**src/rtl/fetch_redirect_unit_if.sv**
```systemverilog
// Instruction-memory fetch bus: single outstanding req/gnt/rvalid.
// master = fetch unit, slave = instruction memory.
interface fetch_redirect_unit_if;
  logic        IMEM_REQ;
  logic [31:0] IMEM_ADDR;
  logic        IMEM_GNT;
  logic        IMEM_RVALID;
  logic [31:0] IMEM_RDATA;

  modport master (
    output IMEM_REQ,
    output IMEM_ADDR,
    input  IMEM_GNT,
    input  IMEM_RVALID,
    input  IMEM_RDATA
  );

  modport slave (
    input  IMEM_REQ,
    input  IMEM_ADDR,
    output IMEM_GNT,
    output IMEM_RVALID,
    output IMEM_RDATA
  );
endinterface

```
**src/rtl/fetch_redirect_unit.sv**
```systemverilog
// OTTER fetch front end: PC register, redirect handling, imem fetch
// with a one-entry skid buffer toward decode.
module fetch_redirect_unit #(
  parameter logic [31:0] RESET_VEC = 32'h0000_0000,
  parameter logic [31:0] NOP_INSTR = 32'h0000_0013
) (
  input  logic        CLK,
  input  logic        RST_N,
  input  logic        STALL,
  input  logic        REDIRECT_VALID,
  input  logic [1:0]  REDIRECT_SEL,
  input  logic [31:0] JALR,
  input  logic [31:0] BRANCH,
  input  logic [31:0] JAL,
  fetch_redirect_unit_if.master imem,
  output logic        IF_VALID,
  output logic [31:0] IF_INSTR,
  output logic [31:0] IF_PC,
  output logic        FLUSH,
  output logic        MISALIGN
);

  typedef enum logic [2:0] {
    IDLE,
    REQ,
    WAIT,
    HOLD,
    DROP,
    HALT
  } state_t;

  state_t      state_q, state_d;
  logic [31:0] pc_q, pc_d;
  logic [31:0] raddr_q, raddr_d;
  logic        skid_v_q, skid_v_d;
  logic [31:0] skid_i_q, skid_i_d;
  logic [31:0] skid_p_q, skid_p_d;
  logic        ifv_q, ifv_d;
  logic [31:0] ifi_q, ifi_d;
  logic [31:0] ifp_q, ifp_d;
  logic        flush_q, flush_d;
  logic        mis_q, mis_d;

  logic        gnt;
  logic        rvalid;
  logic        redir;
  logic        slot_free;
  logic        in_flight;
  logic [31:0] tgt;

  assign gnt    = imem.IMEM_GNT;
  assign rvalid = imem.IMEM_RVALID;

  assign redir = REDIRECT_VALID
               && (REDIRECT_SEL != 2'b00)
               && (state_q != HALT);

  assign slot_free = !ifv_q || !STALL;

  // A response is still owed if we were waiting and it has not arrived,
  // or the request was just granted.
  assign in_flight =
      ((state_q == WAIT || state_q == DROP) && !rvalid)
      || (state_q == REQ && gnt);

  always_comb begin
    tgt = 32'h0;
    unique case (REDIRECT_SEL)
      2'b01:   tgt = JALR & ~32'h1;
      2'b10:   tgt = BRANCH;
      2'b11:   tgt = JAL;
      default: tgt = 32'h0;
    endcase
  end

  always_comb begin
    state_d  = state_q;
    pc_d     = pc_q;
    raddr_d  = raddr_q;
    skid_v_d = skid_v_q;
    skid_i_d = skid_i_q;
    skid_p_d = skid_p_q;
    ifv_d    = ifv_q;
    ifi_d    = ifi_q;
    ifp_d    = ifp_q;
    flush_d  = 1'b0;
    mis_d    = mis_q;

    if (ifv_q && !STALL) ifv_d = 1'b0;

    unique case (state_q)
      IDLE: state_d = REQ;
      REQ: begin
        if (gnt) begin
          raddr_d = pc_q;
          state_d = WAIT;
        end
      end
      WAIT: begin
        if (rvalid) begin
          pc_d = pc_q + 32'd4;
          if (slot_free) begin
            ifv_d   = 1'b1;
            ifi_d   = imem.IMEM_RDATA;
            ifp_d   = raddr_q;
            state_d = REQ;
          end else begin
            skid_v_d = 1'b1;
            skid_i_d = imem.IMEM_RDATA;
            skid_p_d = raddr_q;
            state_d  = HOLD;
          end
        end
      end
      HOLD: begin
        if (!STALL) begin
          ifv_d    = 1'b1;
          ifi_d    = skid_i_q;
          ifp_d    = skid_p_q;
          skid_v_d = 1'b0;
          state_d  = REQ;
        end
      end
      DROP: begin
        if (rvalid) state_d = REQ;
      end
      HALT: ifv_d = 1'b0;
      default: state_d = IDLE;
    endcase

    // Redirect wins over stall and over any same-cycle response.
    if (redir) begin
      ifv_d    = 1'b0;
      ifi_d    = NOP_INSTR;
      skid_v_d = 1'b0;
      flush_d  = 1'b1;
      if (tgt[1:0] != 2'b00) begin
        mis_d   = 1'b1;
        state_d = HALT;
      end else begin
        pc_d    = tgt;
        state_d = in_flight ? DROP : REQ;
      end
    end
  end

  always_ff @(posedge CLK or negedge RST_N) begin
    if (!RST_N) begin
      state_q  <= IDLE;
      pc_q     <= RESET_VEC;
      raddr_q  <= RESET_VEC;
      skid_v_q <= 1'b0;
      skid_i_q <= NOP_INSTR;
      skid_p_q <= 32'h0;
      ifv_q    <= 1'b0;
      ifi_q    <= NOP_INSTR;
      ifp_q    <= 32'h0;
      flush_q  <= 1'b0;
      mis_q    <= 1'b0;
    end else begin
      state_q  <= state_d;
      pc_q     <= pc_d;
      raddr_q  <= raddr_d;
      skid_v_q <= skid_v_d;
      skid_i_q <= skid_i_d;
      skid_p_q <= skid_p_d;
      ifv_q    <= ifv_d;
      ifi_q    <= ifi_d;
      ifp_q    <= ifp_d;
      flush_q  <= flush_d;
      mis_q    <= mis_d;
    end
  end

  assign imem.IMEM_REQ  = (state_q == REQ);
  assign imem.IMEM_ADDR = pc_q;
  assign IF_VALID       = ifv_q;
  assign IF_INSTR       = ifi_q;
  assign IF_PC          = ifp_q;
  assign FLUSH          = flush_q;
  assign MISALIGN       = mis_q;

endmodule

```
**src/flat_wrapper.sv**
```systemverilog
// flat-port wrapper written by rule: the top's interface ports become plain ports
module fetch_redirect_unit_flat 
#(
  parameter logic [31:0] RESET_VEC = 32'h0000_0000,
  parameter logic [31:0] NOP_INSTR = 32'h0000_0013
)
  (CLK, RST_N, STALL, REDIRECT_VALID, REDIRECT_SEL, JALR, BRANCH, JAL, IF_VALID, IF_INSTR, IF_PC, FLUSH, MISALIGN, imem_IMEM_REQ, imem_IMEM_ADDR, imem_IMEM_GNT, imem_IMEM_RVALID, imem_IMEM_RDATA);
  fetch_redirect_unit_if imem_i ();
  input  logic CLK;
  input  logic RST_N;
  input  logic STALL;
  input  logic REDIRECT_VALID;
  input  logic [1:0] REDIRECT_SEL;
  input  logic [31:0] JALR;
  input  logic [31:0] BRANCH;
  input  logic [31:0] JAL;
  output logic IF_VALID;
  output logic [31:0] IF_INSTR;
  output logic [31:0] IF_PC;
  output logic FLUSH;
  output logic MISALIGN;
  output wire logic [$bits(imem_i.IMEM_REQ)-1:0] imem_IMEM_REQ;
  output wire logic [$bits(imem_i.IMEM_ADDR)-1:0] imem_IMEM_ADDR;
  input wire logic [$bits(imem_i.IMEM_GNT)-1:0] imem_IMEM_GNT;
  input wire logic [$bits(imem_i.IMEM_RVALID)-1:0] imem_IMEM_RVALID;
  input wire logic [$bits(imem_i.IMEM_RDATA)-1:0] imem_IMEM_RDATA;
  assign imem_IMEM_REQ = imem_i.IMEM_REQ;
  assign imem_IMEM_ADDR = imem_i.IMEM_ADDR;
  assign imem_i.IMEM_GNT = imem_IMEM_GNT;
  assign imem_i.IMEM_RVALID = imem_IMEM_RVALID;
  assign imem_i.IMEM_RDATA = imem_IMEM_RDATA;
  fetch_redirect_unit #(.RESET_VEC(RESET_VEC), .NOP_INSTR(NOP_INSTR)) u_core (.CLK(CLK), .RST_N(RST_N), .STALL(STALL), .REDIRECT_VALID(REDIRECT_VALID), .REDIRECT_SEL(REDIRECT_SEL), .JALR(JALR), .BRANCH(BRANCH), .JAL(JAL), .imem(imem_i), .IF_VALID(IF_VALID), .IF_INSTR(IF_INSTR), .IF_PC(IF_PC), .FLUSH(FLUSH), .MISALIGN(MISALIGN));
endmodule
```
**config.mk**
```make
export PLATFORM = sky130hd
export DESIGN_NAME = fetch_redirect_unit_flat
export DESIGN_NICKNAME = d
export VERILOG_FILES = /design/src/rtl/fetch_redirect_unit_if.sv /design/src/rtl/fetch_redirect_unit.sv /design/src/flat_wrapper.sv
export SDC_FILE = /design/constraint.sdc
export NUM_CORES = 1
export LEC_CHECK = 0
export ABC_AREA = 1
export ABC_CLOCK_PERIOD_IN_PS = 2100
export CORE_ASPECT_RATIO = 0.6
export CORE_MARGIN = 8
export CORE_UTILIZATION = 50
export CTS_CLUSTER_DIAMETER = 80
export CTS_CLUSTER_SIZE = 40
export DETAILED_ROUTE_END_ITERATION = 8
export PLACE_DENSITY_LB_ADDON = 0.2
export SYNTH_ARGS = -nofsm -noshare
export SYNTH_HDL_FRONTEND = slang
export SYNTH_SLANG_ARGS = --single-unit
```
**constraint.sdc**
```tcl
create_clock -name CLK -period 2.1 [get_ports CLK]
set_input_delay 0.525 -clock CLK [delete_from_list [all_inputs] [get_ports CLK]]
set_output_delay 0.525 -clock CLK [all_outputs]
set_load 0.05 [all_outputs]
```
After elaboration in Yosys (flattened, before gate mapping)
Cells that the tools add are included.

word-level totals
  memories = 0
  output and inout bits = 100
  bits in writable memories = 0
  logic and storage cells = 82
  flip-flop bits (word level) = 198
  memory bits (read-only) = 0
  input bits = 136
  latch bits = 0

cells by class
  multiply operators = 0
  muxes and demuxes = 30
  eq/ne operators = 18
  reductions and logical operators = 22
  div/mod/pow operators = 0
  shift-type cells = 0
  $add $sub $neg = 1
  order comparisons = 0
  bitwise operators = 1

operators by type and width
  cell                                                                     number
  32-bit two-way mux                                                       11
  32-bit one-hot mux with 2 select lines                                   2
  32-bit one-hot mux with 3 select lines                                   1
  32-bit by 3-bit adder with 32-bit output, second input constant          1
  3-bit two-way mux                                                        7
  3-bit one-hot mux with 6 select lines                                    1
  3-bit by 2-bit inequality test with 1-bit output, second input constant  3
  4-bit AND reduction                                                      2
  3-bit by 2-bit == test with 1-bit output, second input constant          2
  3-bit == test, second input constant                                     2
  1-bit two-way mux                                                        6
  3-bit by 1-bit inequality test with 1-bit output, second input constant  2
  2-bit nonzero test                                                       3
  1-bit logical AND                                                        5
  5-bit AND reduction                                                      1
  2-bit == test, second input constant                                     2
  2-bit by 1-bit inequality test with 1-bit output, second input constant  2
  2-bit inequality test, second input constant                             2
  2-bit AND reduction                                                      2
  3-bit by 1-bit == test with 1-bit output, second input constant          1
  1-bit logical NOT                                                        3
  3-bit logical NOT                                                        1
  1-bit logical OR                                                         3
  3-bit inequality test, second input constant                             1
  other kinds (6)                                                          6

Depth between registers and ports, before layout
Gate-level depths: netlist of run 1.

  depth after elaboration = 7
  depth in mapped cells = 11
  depth with buffers taken out = 11

Least setup slack after synthesis of run 1
OpenSTA, ideal clock, no wires.

  kind = register to register
  from = reg u_core.pc_q[3], in the netlist u_core.imem.IMEM_ADDR[3]
  to = reg u_core.pc_q[24], in the netlist u_core.imem.IMEM_ADDR[24]
  cell stages (with the launch flop) = 10
  buffers on the path = 0
  setup slack = 0.194 ns
  arrival = 1.787 ns
  clock period less this slack = 1.906 ns
  path through = dfrtp_1 > ha_1 > nand3_1 > nor2_1 > nand3_1 > nor2_2 > nand3_1 > nand2_1 > nand3_1 > and2_1

between the ends
  word-level cells in the longest chain between the ends = 5

RTL lines
  element                                     RTL line                    text
  start, declared                             fetch_redirect_unit.sv:33   logic [31:0] pc_q, pc_d;
  start signal, assigned                      fetch_redirect_unit.sv:162  pc_q <= pc_d;
  32-bit by 3-bit adder with 32-bit output *  fetch_redirect_unit.sv:101  pc_d = pc_q + 32'd4;
  32-bit two-way mux *                        fetch_redirect_unit.sv:100  if (rvalid) begin
  32-bit two-way mux *                        fetch_redirect_unit.sv:91   unique case (state_q)
  32-bit two-way mux                          fetch_redirect_unit.sv:137  if (tgt[1:0] != 2'b00) begin
  32-bit two-way mux *                        fetch_redirect_unit.sv:132  if (redir) begin
  via u_core.pc_d[24]                         fetch_redirect_unit.sv:33

Mark *: on every way through the listed nets, which the timed path passes. The rest lies on a longest branch.
A chain may end at the register's enable or synchronous reset.

Worst setup path in the final report of run 1
  from = reg u_core.state_q[1]
  to = out imem_IMEM_REQ

between the ends
  word-level cells in the longest chain between the ends = 1

RTL lines
  element                                   RTL line                    text
  start, declared                           fetch_redirect_unit.sv:32   state_t state_q, state_d;
  start signal, assigned                    fetch_redirect_unit.sv:161  state_q <= state_d;
  3-bit by 1-bit == test with 1-bit output  fetch_redirect_unit.sv:175  assign imem.IMEM_REQ = (state_q == REQ);
  end, declared                             flat_wrapper.sv:22          output wire logic [$bits(imem_i.IMEM_REQ)-1:0] imem_IMEM_REQ;

No other way between the ends.

==> summary.md, run 1 <==
| Metric | Value |
|---|---|
| Hpwl dp | 20400 um |
| DP Area | 12300 um^2 |
| Hold buffers post-CTS | 0 |
| Flop-to-flop setup slack | 0.13 ns |
| All-Layer GR Usage | 0.228 |
| RD Place Congestion | 0.948 |
| Post-synth EDFFs | 0 |
| GR peak layer | met2 |
| Number of max-cap violations | 0 |
| Layout area overhead | 35.2% |
| Root Buffer Master | clkbuf_16 |
| Reg-to-Reg Start | u_core.imem.IMEM_ADDR[2]$_DFF_PN0_ |
| Register-to-Register Path Depth | 9 |
| Worst Skew | 0.0127 ns |
| Status | completed |
| Post-DRT Antenna Nets | 0 |
| Initial Utilization | 0.505 |
| Worst path slowest cell | dfrtp_1 |
| Final instance area | 12900 um^2 |
| 1st-pass router iterations | 5 |
| Port bufs | 234 |
| Worst hold-check path type | in2async |
| Clock Latency Late Sink | 0.43 ns |
| Mapped Area | 9510 um^2 |
| Maximum vdd drop | 1.09 mV |
| CTS tree | built |
| Setup CP Type | reg2out |
| Max-slew violations | 0 |
| Crit path from | u_core.state_q[1]$_DFFE_PN0P_ |
| H-tree depth | 4 |
| Core area | 18800 um^2 |
| CTS Sinks | 198 |
| Combinational share of power | 0.460 |
| Post-Syn Nets | 1347 |
| Total CTS buffers | 17 |
| Total die area | 23800 um^2 |
| Via count | 8797 |
| Final hold violation count | 0 |
| Pwr dens | 1300 nW/um^2 |
| Post-synthesis async set-or-reset flop share | 1.00 |
| Synthesized area per cell | 7.86 um^2 |
| Final WL | 26900 um |
| Flop pwr share | 0.355 |
| Critical-path cell list | nor2_4 -> inv_1 -> nor2_2 -> buf_12 |
| Fin crit share | 0.946 |
| Avg Vias per Cell | 5.12 |
| GRT met3 Usage | 0.0518 |
| Worst EP arrival | 1.46 ns |
| Horiz. Die Dim | 194 um |
| Antenna Cells | 0 |
| Global routing usage on met2 | 0.356 |
| Pin count of the biggest net entering global routing | 69 |
| Main flop type after synthesis | dfrtp_1 |
| Rel. slew slack | 0.648 |
| Startpoint types | flip-flop |
| First-pass GRT wire length | 44000 um |
| DR iter-0 viols | 794 |
| Clk network pwr share | 0.185 |
| Pint | 9.17 mW |
| DRC Markers | 0 |
| Routed WL per cell | 15.7 um |
| Worst Path Buf+Inv | 2 |
| Met1 GRT Util | 0.330 |
| Critical path's top delay family | flip-flops |
| Initial antenna violation count | 0 |
| Layout cell share with drive strength beyond 1 | 0.141 |
| I/O pin count | 236 |
| Worst Path Required | 1.57 ns |
| Setup crit end kind | primary output |
| Synth unique cells | 35 |
| Switching power share of the total | 0.453 |
| Rows | 39 |
| Slowest stage delay, CP | 0.46 ns |
| GRT overflow | 0 |
| Reg clk slew, reported paths | 0.08 ns |
| Ys Warns | 0 |
| RSZ-0062 raised after global routing | no |
| P_leak | 6.47 nW |
| Final min period | 1.99 ns |
| WHS | 0.0744 ns |
| Psw | 7.60 mW |
| Vias in the first global route | 8371 |
| Die Span Y | 123 um |
| Final setup violation count | 0 |
| Final #Nets | 1597 |
| Worst Path Max Fanout | 4 |
| Worst slew pin tran | 0.528 ns |
| Max Buffers Root-to-Sink | 2 |
| Mapped Cells | 1210 |
| Max Clk Rate | 504 MHz |
| Register area share after synthesis | 0.522 |
| R2r endpoint | u_core.imem.IMEM_ADDR[24]$_DFF_PN0_ |
| FF+latch count, synth | 198 |
## power by group through the flow
stage	Clock, mW	Sequential, mW	Combinational [mW]
after floorplan	0	8.29	2.65
after global placement	0	5.98	7.71
after detailed placement	0	6.01	7.82
after CTS	3.16	5.96	7.74
after global routing	3.32	6.10	8.39
final	3.10	5.95	7.72
## sequential cells by signal (all words and copies together) (netlist names)
name                   flops
u_core.IF_INSTR           32
u_core.IF_VALID            1
u_core.imem.IMEM_ADDR     32
u_core.raddr_q            32
u_core.FLUSH               1
u_core.skid_p_q           32
u_core.IF_PC              32
u_core.state_q             3
u_core.MISALIGN            1
u_core.skid_i_q           32
## cell usage in the layout (no fill, tap or decap), types with 2 or more instances in the layout
cell / instances
nand4_1: 20
dlygate4sd2_1: 27
and2_1: 2
clkdlybuf4s50_1: 133
inv_2: 7
nor2_2: 4
nand3_1: 48
o22ai_1: 3
clkinvlp_4: 2
o21ai_0: 193
buf_4: 117
a21oi_1: 36
nand2_4: 2
o21ai_1: 9
nor3_1: 10
mux2_2: 3
dfstp_2: 6
o21ai_2: 10
nand2_2: 4
dfrtp_1: 191
buf_12: 14
a22o_1: 5
a31oi_1: 3
nor2_4: 4
clkbuf_8: 5
clkinv_1: 2
clkinv_4: 5
o21a_1: 5
clkinv_2: 3
clkbuf_16: 17
nand2_1: 383
inv_1: 118
xor2_1: 11
nor2_1: 62
## per-stage QoR
stage / power, mW / setup slack [ns] / TNS, ns / cells / utilization
4_1_cts: 16.9 / 0.0474 / 0 / 1717 / 0.681
3_3_place_gp: 13.7 / -0.121 / -4.46 / 1685 / 0.653
5_1_grt: 17.8 / 0.0104 / 0 / 1719 / 0.682
3_5_place_dp: 13.8 / -0.172 / -6.68 / 1685 / 0.653
2_1_floorplan: 10.9 / 0.194 / 0 / 1210 / -
6_report: 16.8 / 0.114 / 0 / 1719 / 0.682
## area by class of cell
| type | instances | area (um^2) |
|---|---|---|
| clock buffers | 22 | 484 |
| well taps | 246 | 308 |
| clock inverters | 10 | 73.8 |
| repair buffers | 292 | 2740 |
| flip-flops and latches | 198 | 4960 |
| fillers | 1555 | 5980 |
| multi-input cells | 823 | 3800 |
| inverters | 128 | 483 |
## logic make-up (layout without fill, tap and decap cells)
kind of cell / after synthesis / in the layout / synth area share
AND/OR/NAND/NOR: 542 / 542 / 0.233
AO/OA/AOI/OAI: 266 / 266 / 0.149
flip-flops: 198 / 198 / 0.522
buffers and inverters: 189 / 452 / 0.0813
XOR/XNOR: 11 / 11 / 0.0101
multiplexers: 3 / 3 / 0.00355
adder cells (fa/ha/maj): 1 / 1 / 0.00132
## cell usage after synthesis, drive strengths merged, types with 5 or more instances
master  instances  area [um^2]
a21oi          36          180
a22o            5         43.8
buf            34          190
clkbuf         27          103
dfrtp         192         4800
dfstp           6          158
inv           126          473
nand2         389         1470
nand3          49          250
nand4          21          138
nor2           70          290
nor3           10         50.1
o21a            5         37.5
o21ai         212         1100
xor2           11         96.3
## repair_timing
action	CTS	global route
setup buffers	0	2
gates resized for setup	29	3
setup endpoints to repair	28	7
## worst max path at each step
stage / endpoint / slack, ns / cells past startpoint
2_1_floorplan: u_core.imem.IMEM_ADDR[24]$_DFF_PN0_ / 0.19 / 9
6_report: imem_IMEM_REQ / 0.11 / 4
3_3_place_gp: u_core.imem.IMEM_ADDR[11]$_DFF_PN0_ / -0.12 / 10
5_1_grt: u_core.imem.IMEM_ADDR[24]$_DFF_PN0_ / 0.01 / 9
4_1_cts: imem_IMEM_REQ / 0.05 / 5
3_5_place_dp: u_core.IF_INSTR[17]$_DFFE_PN0P_ / -0.17 / 9
## routing by layer
metal | up-vias | share of wire
met2 | 271 | 0.45
li1 | 4374 | -
met3 | 10 | 0.067
met1 | 4142 | 0.48
met4 | 0 | 0.0045
met5 | - | 0
Power figures use the tool's default switching activity.
==> run 2: changes to the inputs <==
- CTS_CLUSTER_SIZE: 40 -> 25
==> results of run 2 <==
The final DEF is identical to that of run 1; final timing and power are the same.
==> run 3: changes to the inputs <==
- ABC_CLOCK_PERIOD_IN_PS: 2100 -> 2400
- CORE_UTILIZATION: 50 -> 54
- clock period: 2.1 -> 2.4 ns (I/O delays scaled with it)
==> run 3 against run 2 <==
  * Clock skew decreased by 0.0023 ns
  * Flip-flop and latch count unchanged
  * Total power decreased by 11%
  * Register-to-register slack improved by 0.26 ns
  * Largest power group unchanged
  * Largest cell class unchanged
  * Non-clock buffer count decreased by 23
  * Count of clock-buffer cells in the layout decreased by 4
  * Via count increased by 0.97%
  * Combinational power decreased by 11%
  * Die area decreased by 6.6%
  * Clock power decreased by 10%
==> summary.md, run 3 (synthesis gave the netlist of run 1 again) <==
| Metric | Value |
|---|---|
| Status | completed |
| Number of max-cap violations | 0 (unchanged) |
| PnR worst setup slack | 0.0317 ns (-0.0822 ns) |
| Final WL | 27000 um (+0.34%) |
| Post-CTS Setup Bufs | 0 (unchanged) |
| Global routing usage on met2 | 0.381 (+0.0256) |
| DR iter-0 viols | 659 (-17%) |
| Total CTS buffers | 17 (unchanged) |
| Clock Latency Late Sink | 0.43 ns (about the same) |
| Worst hold-check path type | in2async |
| Root Buffer Master | clkbuf_16 |
| Worst path slowest cell | clkdlybuf4s50_1 |
| RSZ-0062 raised after global routing | no |
| Final instance area | 12800 um^2 (about the same) |
| Initial Utilization | 0.553 (+0.0488) |
| Initial antenna violation count | 0 (unchanged) |
| Die Span Y | 119 um (-3.3%) |
| Final min period | 2.37 ns |
| Slowest stage delay, CP | 0.86 ns (+0.40 ns) |
| Reg clk slew, reported paths | 0.08 ns (about the same) |
| Vias in the first global route | 8831 (+5.5%) |
| Worst Path Buf+Inv | 1 (-1) |
| Layout cell share with drive strength beyond 1 | 0.0779 (-0.0633) |
| Pwr dens | 1160 nW/um^2 (-11%) |
| Max-slew violations | 0 (unchanged) |
| DRC Markers | 0 (unchanged) |
| DP Area | 12300 um^2 (-0.35%) |
| Fin crit share | 0.987 |
| Pin count of the biggest net entering global routing | 129 (+87%) |
| Layout area overhead | 35.2% (about the same) |
| Hpwl dp | 20200 um (-0.91%) |
| Antenna Cells | 0 (unchanged) |
| Horiz. Die Dim | 187 um (-3.5%) |
| Final #Nets | 1574 (-1.4%) |
| All-Layer GR Usage | 0.245 (+0.0170) |
| GRT met3 Usage | 0.0681 (+0.0164) |
| Worst Skew | 0.0104 ns (-0.00234 ns) |
| Max Clk Rate | 422 MHz |
| Worst slew pin tran | 0.581 ns (+0.0527 ns) |
| Hold buffers post-CTS | 0 (unchanged) |
| CTS Sinks | 198 (unchanged) |
| Routed WL per cell | 16.0 um (+2.4%) |
| Most common cell after layout, fill and taps aside | nand2_1 |
| Final setup violation count | 0 (unchanged) |
| Port bufs | 234 (unchanged) |
| RD Place Congestion | 0.966 (+1.9%) |
| Setup crit end kind | primary output |
| Rows | 37 (-5.1%) |
| Maximum vdd drop | 0.964 mV (-12%) |
| Worst EP arrival | 1.77 ns (+0.31 ns) |
| Core area | 17200 um^2 (-8.8%) |
| Worst Path Max Fanout | 5 (+1) |
| Final std cells w/o fill | 1684 (-2.0%) |
| P_leak | 6.18 nW (-4.6%) |
| CTS tree | built |
| Setup WS pre-CTS | -0.0328 ns (+0.139 ns) |
| Critical path's top delay family | buffers and inverters |
| 1st-pass router iterations | 5 (unchanged) |
| H-tree depth | 4 (unchanged) |
| Final hold violation count | 0 (unchanged) |
| Setup CP Type | reg2out |
| Worst Path Required | 1.80 ns (+0.23 ns) |
| Critical-path cell list | clkdlybuf4s50_1 |
| Post-DRT Antenna Nets | 0 (unchanged) |
| Rel. slew slack | 0.612 (-0.0363) |
| Final-layout fill cell count | 1319 (-15%) |
| Startpoint types | flip-flop |
| Met1 GRT Util | 0.337 (+0.00681) |
| Total die area | 22200 um^2 (-6.6%) |
| GRT overflow | 0 (unchanged) |
| GR peak layer | met2 |
| Crit. path cell count | 1 (-3) |
| Via count | 8882 (+0.97%) |
| Max Buffers Root-to-Sink | 2 (unchanged) |
| Register-to-Register Path Depth | 9 (unchanged) |
| # placed instances | 1652 (-2.0%) |
| Avg Vias per Cell | 5.27 (+3.1%) |
| Commonest cells after routing, fill and taps aside | nand2_1 (383), clkdlybuf4s50_1 (225), o21ai_0 (193) |
| Fin util | 0.748 (+0.0657) |
| First-pass GRT wire length | 45000 um (+2.3%) |
| I/O pin count | 236 (unchanged) |
| WHS | 0.156 ns (+0.0813 ns) |
-- run 3: changes by cell type in the layout (fill, tap and decap cells not counted), moves of 2 or more --
cell / before / now
clkbuf_8: 5 / 2
dlygate4sd2_1: 27 / 2
clkinv_4: 5 / 2
buf_12: 14 / 10
clkdlybuf4s50_1: 133 / 225
inv_6: 0 / 2
buf_4: 117 / 26
dlymetal6s2s_1: 0 / 5
inv_8: 0 / 6
-- run 3: layout make-up --
class                   count  area [um^2]  area share
flip-flops and latches    198         4960       0.386
multi-input cells         823         3790       0.295
repair buffers            269         2740       0.213
inverters                 128          480      0.0374
clock buffers              18          439      0.0342
well taps                 234          293      0.0228
clock inverters            14          136      0.0106
-- run 3: what timing repair did --
item,4_1_cts,5_1_grt
hold endpoints to repair,0,0
pin swaps,0,0
setup endpoints to repair,2,6
gates resized for setup,2,6
-- run 3: stage by stage --
step | TNS (ns) | power (mW)
2_1_floorplan | 0 | 9.57
3_3_place_gp | 0 | 12.0
3_5_place_dp | -0.0328 | 12.1
4_1_cts | 0 | 14.9
5_1_grt | 0 | 15.8
6_report | 0 | 14.9
-- run 3: final timing paths --
path	slack, ns	to	from
max	0.03	imem_IMEM_ADDR[9]	u_core.imem.IMEM_ADDR[9]$_DFF_PN0_
min	0.16	u_core.imem.IMEM_ADDR[21]$_DFF_PN0_	RST_N
max reg2reg	0.39	u_core.imem.IMEM_ADDR[24]$_DFF_PN0_	u_core.imem.IMEM_ADDR[3]$_DFF_PN0_
min reg2reg	0.47	u_core.MISALIGN$_DFFE_PN0P_	u_core.MISALIGN$_DFFE_PN0P_
max in group asynchronous	1.58	u_core.skid_i_q[4]$_DFFE_PN1P_	RST_N
min in group CLK	0.47	u_core.MISALIGN$_DFFE_PN0P_	u_core.MISALIGN$_DFFE_PN0P_
-- run 3: per-layer routing --
metal	routed length, um	part of all wire
met1	12100	0.45
met2	12300	0.46
met3	2230	0.083
met4	408	0.015
met5	0	0
-- run 3: power breakdown --
part           switching, mW  leakage [nW]  internal [mW]
Combinational           4.57          3.36           2.27
Clock                   1.37         0.285           1.41
Sequential             0.824          2.53           4.42
